===== config.mk =====
export PLATFORM = sky130hd
export DESIGN_NAME = vga_timing_gen
export DESIGN_NICKNAME = d
export VERILOG_FILES = /design/src/rtl/vga_timing_gen.sv
export SDC_FILE = /design/constraint.sdc
export NUM_CORES = 1
export LEC_CHECK = 0
export CELL_PAD_IN_SITES_DETAIL_PLACEMENT = 1
export CELL_PAD_IN_SITES_GLOBAL_PLACEMENT = 2
export CORE_UTILIZATION = 31
export DETAILED_ROUTE_END_ITERATION = 10
export PLACE_DENSITY_LB_ADDON = 0.15
export SLEW_MARGIN = 20
export SYNTH_ARGS = -nofsm -noshare
export SYNTH_HDL_FRONTEND = slang
export SYNTH_SLANG_ARGS = --single-unit

===== constraint.sdc =====
create_clock -name clk -period 5.8 [get_ports clk]
set_input_delay 0.87 -clock clk [delete_from_list [all_inputs] [get_ports clk]]
set_output_delay 0.87 -clock clk [all_outputs]
set_load 0.02 [all_outputs]

===== src/rtl/vga_timing_gen.sv =====
// ---------------------------------------------------------------------------
// vga_timing_gen
//
// Raster timing source for the VGA pipeline. Defaults give 1024x768@60
// (XGA, 65 MHz pixel clock). It walks (hcount, vcount) over the full raster,
// decodes blanking and sync for that pixel, and drives rgb to zero so that the
// downstream draw stages can paint over it. It also provides line and frame
// strobes and a completed-frame counter for pacing the game logic.
//
// Ports:
//   clk            pixel clock
//   rst            synchronous, active-high reset
//   en_i           pixel advance enable (1 = advance one pixel this clk)
//   hcount_o       current pixel column, 0..H_TOTAL-1
//   hblnk_o        horizontal blanking (hcount >= H_ACTIVE)
//   hsync_o        horizontal sync, active-high
//   vcount_o       current line, 0..V_TOTAL-1
//   vblnk_o        vertical blanking (vcount >= V_ACTIVE)
//   vsync_o        vertical sync, active-high
//   rgb_o          pixel colour, always 12'h000 here
//   frame_start_o  one-clk strobe when the raster wraps from the last pixel
//                  of the frame back to (0,0)
//   line_start_o   one-clk strobe when hcount wraps to 0
//   frame_cnt_o    completed-frame counter, wraps silently
//
// Sync polarity for the connector is inverted at the top level, not here.
// ---------------------------------------------------------------------------
module vga_timing_gen #(
  parameter int H_ACTIVE = 1024,
  parameter int H_FP     = 24,
  parameter int H_SYNC   = 136,
  parameter int H_BP     = 160,
  parameter int V_ACTIVE = 768,
  parameter int V_FP     = 3,
  parameter int V_SYNC   = 6,
  parameter int V_BP     = 29,
  parameter int FCNT_W   = 16
) (
  input  logic              clk,
  input  logic              rst,
  input  logic              en_i,
  output logic [10:0]       hcount_o,
  output logic              hblnk_o,
  output logic              hsync_o,
  output logic [10:0]       vcount_o,
  output logic              vblnk_o,
  output logic              vsync_o,
  output logic [11:0]       rgb_o,
  output logic              frame_start_o,
  output logic              line_start_o,
  output logic [FCNT_W-1:0] frame_cnt_o
);

  localparam int H_TOTAL = H_ACTIVE + H_FP + H_SYNC + H_BP;
  localparam int V_TOTAL = V_ACTIVE + V_FP + V_SYNC + V_BP;

  // The counters are 11 bits wide; any larger raster would silently alias.
  if (H_TOTAL > 2048 || V_TOTAL > 2048) begin : g_raster_too_big
    $error("vga_timing_gen: H_TOTAL/V_TOTAL must not exceed 2048");
  end

  localparam logic [10:0] H_LAST     = 11'(H_TOTAL - 1);
  localparam logic [10:0] V_LAST     = 11'(V_TOTAL - 1);
  localparam logic [10:0] H_BLNK_BEG = 11'(H_ACTIVE);
  localparam logic [10:0] H_SYNC_BEG = 11'(H_ACTIVE + H_FP);
  localparam logic [10:0] H_SYNC_END = 11'(H_ACTIVE + H_FP + H_SYNC);
  localparam logic [10:0] V_BLNK_BEG = 11'(V_ACTIVE);
  localparam logic [10:0] V_SYNC_BEG = 11'(V_ACTIVE + V_FP);
  localparam logic [10:0] V_SYNC_END = 11'(V_ACTIVE + V_FP + V_SYNC);

  logic [10:0]       hcount_q, hcount_d;
  logic [10:0]       vcount_q, vcount_d;
  logic              hblnk_q, hblnk_d;
  logic              hsync_q, hsync_d;
  logic              vblnk_q, vblnk_d;
  logic              vsync_q, vsync_d;
  logic              line_start_q, line_start_d;
  logic              frame_start_q, frame_start_d;
  logic [FCNT_W-1:0] frame_cnt_q, frame_cnt_d;

  logic h_wrap;
  logic v_wrap;

  always_comb begin
    h_wrap        = (hcount_q == H_LAST);
    v_wrap        = (vcount_q == V_LAST);
    hcount_d      = hcount_q;
    vcount_d      = vcount_q;
    line_start_d  = 1'b0;
    frame_start_d = 1'b0;

    if (en_i) begin
      line_start_d  = h_wrap;
      frame_start_d = h_wrap & v_wrap;
      if (h_wrap) begin
        hcount_d = 11'd0;
        vcount_d = v_wrap ? 11'd0 : vcount_q + 11'd1;
      end else begin
        hcount_d = hcount_q + 11'd1;
      end
    end

    // Decodes come from the next counter values so that, once registered,
    // every field of a cycle describes the same pixel. With en_i low the
    // counters hold and so do the decodes.
    hblnk_d     = (hcount_d >= H_BLNK_BEG);
    hsync_d     = (hcount_d >= H_SYNC_BEG) && (hcount_d < H_SYNC_END);
    vblnk_d     = (vcount_d >= V_BLNK_BEG);
    vsync_d     = (vcount_d >= V_SYNC_BEG) && (vcount_d < V_SYNC_END);
    frame_cnt_d = frame_cnt_q + FCNT_W'(frame_start_d);
  end

  always_ff @(posedge clk) begin
    if (rst) begin
      hcount_q      <= 11'd0;
      vcount_q      <= 11'd0;
      hblnk_q       <= 1'b0;
      hsync_q       <= 1'b0;
      vblnk_q       <= 1'b0;
      vsync_q       <= 1'b0;
      line_start_q  <= 1'b0;
      frame_start_q <= 1'b0;
      frame_cnt_q   <= '0;
    end else begin
      hcount_q      <= hcount_d;
      vcount_q      <= vcount_d;
      hblnk_q       <= hblnk_d;
      hsync_q       <= hsync_d;
      vblnk_q       <= vblnk_d;
      vsync_q       <= vsync_d;
      line_start_q  <= line_start_d;
      frame_start_q <= frame_start_d;
      frame_cnt_q   <= frame_cnt_d;
    end
  end

  assign hcount_o      = hcount_q;
  assign vcount_o      = vcount_q;
  assign hblnk_o       = hblnk_q;
  assign hsync_o       = hsync_q;
  assign vblnk_o       = vblnk_q;
  assign vsync_o       = vsync_q;
  assign line_start_o  = line_start_q;
  assign frame_start_o = frame_start_q;
  assign frame_cnt_o   = frame_cnt_q;
  // Background colour is black; draw stages add content downstream.
  assign rgb_o         = 12'h000;

endmodule


==> out/metrics.sh <==
CORE-AREA_UM2=7250
TRITONCTS='done'
POST-SYNTH-TOP-AREA-FRACTION_PCT=37.0
GPL.FINAL_WEIGHTED_CONGESTION=0.755
FLOORPLAN.DIE.HEIGHT_UM=88.6
FINAL-MAX-SLEW-VIOLATION-COUNT=0
SYNTH_LARGEST_AREA_CELL='sky130_fd_sc_hd__dfxtp_1'
WORSTSKEWPAIRLATENCY_NS=0.30
LAYOUT.CELLS.MOST_COMMON_LIST='46 x sky130_fd_sc_hd__clkdlybuf4s50_1, 43 x sky130_fd_sc_hd__dfxtp_1, 36 x sky130_fd_sc_hd__nor2_1'
CLOCKROOTBUFFER='sky130_fd_sc_hd__clkbuf_8'
GRT_START_MAX_NET_PINS=36
CRITICAL-PATH-TOP-DELAY-FAMILY='simple AND/OR/NAND/NOR gates'
MIN_FROM='frame_cnt_o[15]$_SDFF_PP0_'
IO_BUFFERS=46
DETAIL_ROUTE.WIRELENGTH.MET1_UM=2610
CTS-BUFFERS-INSERTED=5
YOSYSWARNINGCOUNT=0
HOLDBUFCOUNTCTS=0
NETSWITCHINGFRACTION_PCT=23.2
CTSHTREEMAXLEVEL=2
TIMING.FINAL.SETUP_VIOLATIONS=0
POST-ROUTE-MIN-PERIOD_NS=3.36
WL_PER_CELL_UM=13.1
DRT_WL_TOTAL_UM=5360
NUMBER_OF_INSERTED_DIODES=0
SETUP_REPAIR_AFTER_GLOBAL_ROUTING_MISSED_ITS_MARGIN='false'
HOLD_PATH_DEPTH=2
YS_TYPES=53
VDD.IR_DROP.WORST_mV=0.0735
ANTENNA_VIOLATING_NETS_POST_ROUTE=0
SYN_AREA_UM2=2330
FINAL_CELL_AREA_UM2=2870
CRITICAL_PATH.ENDPOINT_TYPE='register'
SYN-INSTANCE-COUNT=274
FMAX_MHz=298
MAXUSEDROUTINGLAYER='met4'
HOLD_CLASS='reg2reg'
POWER.SWITCHING_mW=0.130
R2R-END='frame_cnt_o[15]$_SDFF_PP0_'
FP-ROW-COUNT=31
SYNTH_EDF_COUNT=0
OUTCOME='finished clean'
POSTCTSSETUPBUFFERS=0
IO_PINS=59
FIN_HOLD_WS_NS=0.507
GR-USAGE-ALL-LAYERS_PCT=14.6
DETAILED_PLACEMENT_WIRELENGTH_ESTIMATE_UM=3850
DETAIL_ROUTE.VIAS_PER_CELL=4.84
CLK_TRANSITION_REPORTED_PATHS_NS=0.09
SETUP_SKEW_AFTER_LAYOUT_NS=0.00927
SYNTH_FLOP_CELL='sky130_fd_sc_hd__dfxtp_1'
REMAINING_DRCS=0
PLACEMENT.SETUP.WORST_SLACK_NS=2.11
SLEW_HEADROOM_PCT=53.5
LAYOUT.CELLS.MOST_COMMON='sky130_fd_sc_hd__clkdlybuf4s50_1'
CLKPWRFRAC_PCT=43.0
CTS_REPAIR_RESIZE_COUNT=0
P_LEAK_nW=1.01
SEQ_POWER_SHARE_PCT=53.3
CTS_BUFFER_DEPTH=2
TIMING.CRITICAL_PATH.CELLS='clkdlybuf4s50_1 -> and2_4 -> and4_2 -> and2_1 -> ha_1 -> and3_1 -> and3_1 -> nand3_1 -> or3_1 -> a21oi_1'
START_KIND='input pin'
HOLD_VIOLATIONS=0
DETAILROUTE.WIRELENGTH.MET3_UM=198
CRITICAL_PATH.SLOWEST_CELL='sky130_fd_sc_hd__clkdlybuf4s50_1'
DIE_W_UM=88.6
FINAL_CRITICAL_PATH_SETUP_SLACK_NS=2.44
MAXCAPVIOLCOUNT=0
FLOORPLAN.DIE_AREA_UM2=7860
GRT_PASS1_VIAS=1851
PLACEMENT.CELL_AREA_UM2=2760
POST_SYNTH.CELL_AREA_AVG_UM2=8.49
DRTITER0DRC=43
NNETSFINAL=316
POWER_PER_CELL_AREA_nW_PER_UM2=195
POST-ROUTE-PERIOD-UTIL_PCT=57.9
AREAGROWTHSYNTHTOFINISH_PCT=23.4
SETUP_TNS_NS=0
INTERNAL_POWER_mW=0.430
R2R.WORST_PATH.CELLS=10
MET2_LENGTH_UM=2460
R2R_SLACK_NS=2.87
ASYNC_FLOP_SHARE_PCT=0
CRIT_TYPE='in2reg'
CP_MAX_FO=12
YOSYSSEQAREASHARE_PCT=37.0
CRITPATHBUFINV=1
CELL_TYPES_OCCUPYING_THE_MOST_AREA_AFTER_SYNTHESIS='sky130_fd_sc_hd__dfxtp_1 37%, sky130_fd_sc_hd__nor2_1 5.8%, sky130_fd_sc_hd__xnor2_1 5.6%, sky130_fd_sc_hd__buf_4 4.5%, sky130_fd_sc_hd__xor2_1 4.5%'
INITIAL_CORE_UTIL_PCT=32.1
CTS_SINK_CNT=43
FILLER_CELL_COUNT=862
DRT_PASS1_ITERATIONS=4
CRITICAL-PATH-TOP-CELL-BY-COUNT='sky130_fd_sc_hd__and3_1'
ANTENNA_VIOLATIONS_BEFORE_REPAIR=0
VIA_COUNT=1974
POWER.SHARE.COMBINATIONAL_PCT=3.7
ARRIVAL_NS=3.60
SYNTH_SEQ_CELLS=43
GLOBALROUTEOVERFLOWTOTAL=0
TIGHTESTPINTRANSITION_NS=0.691
FIRST_PASS_GRT_WIRE_LENGTH_UM=8830
CRITPATHREQUIREDTIME_NS=6.04
RR_STARTPOINT='vcount_o[0]$_SDFF_PP0_'
SLOWEST_DELAY_NS=0.63
WHS_ENDPOINT='frame_cnt_o[15]$_SDFF_PP0_'
LAYOUT-DRIVE-GT1-SHARE_PCT=5.83
through the flow:
| step | utilization, % | instances | total power [mW] |
|---|---|---|---|
| after floorplan | - | 285 | 0.327 |
| after global placement | 38.0 | 400 | 0.326 |
| after detailed placement | 38.0 | 400 | 0.326 |
| after CTS | 39.6 | 408 | 0.571 |
| after global routing | 39.6 | 408 | 0.580 |
| final | 39.6 | 408 | 0.560 |
routing by layer:
metal	up-vias	track usage (%)
met5	-	0
met3	9	3.45
met1	939	18.4
met2	40	24.1
li1	986	-
met4	0	5.57
worst min-delay path: stages (launching register included):
cell	delay [ns]
sky130_fd_sc_hd__dfxtp_1	0.34
sky130_fd_sc_hd__o21ai_0	0.07
sky130_fd_sc_hd__a21oi_1	0.06
kinds of logic after synthesis:
group / after synthesis / share of synthesized area [%]
AO/OA/AOI/OAI: 32 / 8.66
XOR/XNOR: 27 / 10.2
adder cells (fa/ha/maj): 5 / 2.69
buffers and inverters: 35 / 9.30
flip-flops: 43 / 37.0
multiplexers: 3 / 1.29
other: 1 / 0.161
AND/OR/NAND/NOR: 128 / 30.8
sequential cells by signal (all words and copies together), names as in the netlist:
register,cells
hsync_o,1
frame_start_o,1
vcount_o,11
frame_cnt_o,16
vsync_o,1
hcount_o,11
line_start_o,1
vblnk_o,1
worst max-delay path by stage:
stage | startpoint | slack, ns | endpoint | cells past startpoint
5_1_grt | en_i | 2.23 | frame_cnt_o[13]$_SDFF_PP0_ | 10
6_report | en_i | 2.44 | frame_cnt_o[15]$_SDFF_PP0_ | 10
3_5_place_dp | en_i | 2.11 | frame_cnt_o[15]$_SDFF_PP0_ | 10
2_1_floorplan | en_i | 2.88 | frame_cnt_o[15]$_SDFF_PP0_ | 11
4_1_cts | en_i | 2.44 | frame_cnt_o[15]$_SDFF_PP0_ | 10
3_3_place_gp | en_i | 2.22 | frame_cnt_o[15]$_SDFF_PP0_ | 10
cells in the mapped netlist (all sizes together), types with 6 or more instances:
library cell	count
a21oi	15
and3	7
buf	19
clkbuf	12
dfxtp	43
nand2	13
nand3	19
nand4	9
nor2	37
nor2b	7
nor3	12
o21ai	6
xnor2	15
xor2	12
layout make-up:
cell class	count	area (um^2)	share of cell area [%]
inverter	4	15.0	0.523
tap	99	124	4.31
clock buffer	5	68.8	2.40
sequential	43	861	30.0
multi-input combinational	207	1290	45.0
timing repair buffer	47	468	16.3
clock inverter	3	43.8	1.53
power groups by stage:
stage	clock network (mW)	registers [mW]	logic (mW)
6_report	0.240	0.298	0.0209
5_1_grt	0.258	0.299	0.0229
4_1_cts	0.251	0.298	0.0212
3_5_place_dp	0	0.305	0.0211
3_3_place_gp	0	0.305	0.0211
2_1_floorplan	0	0.306	0.0214
Power figures use the tool's default switching activity.
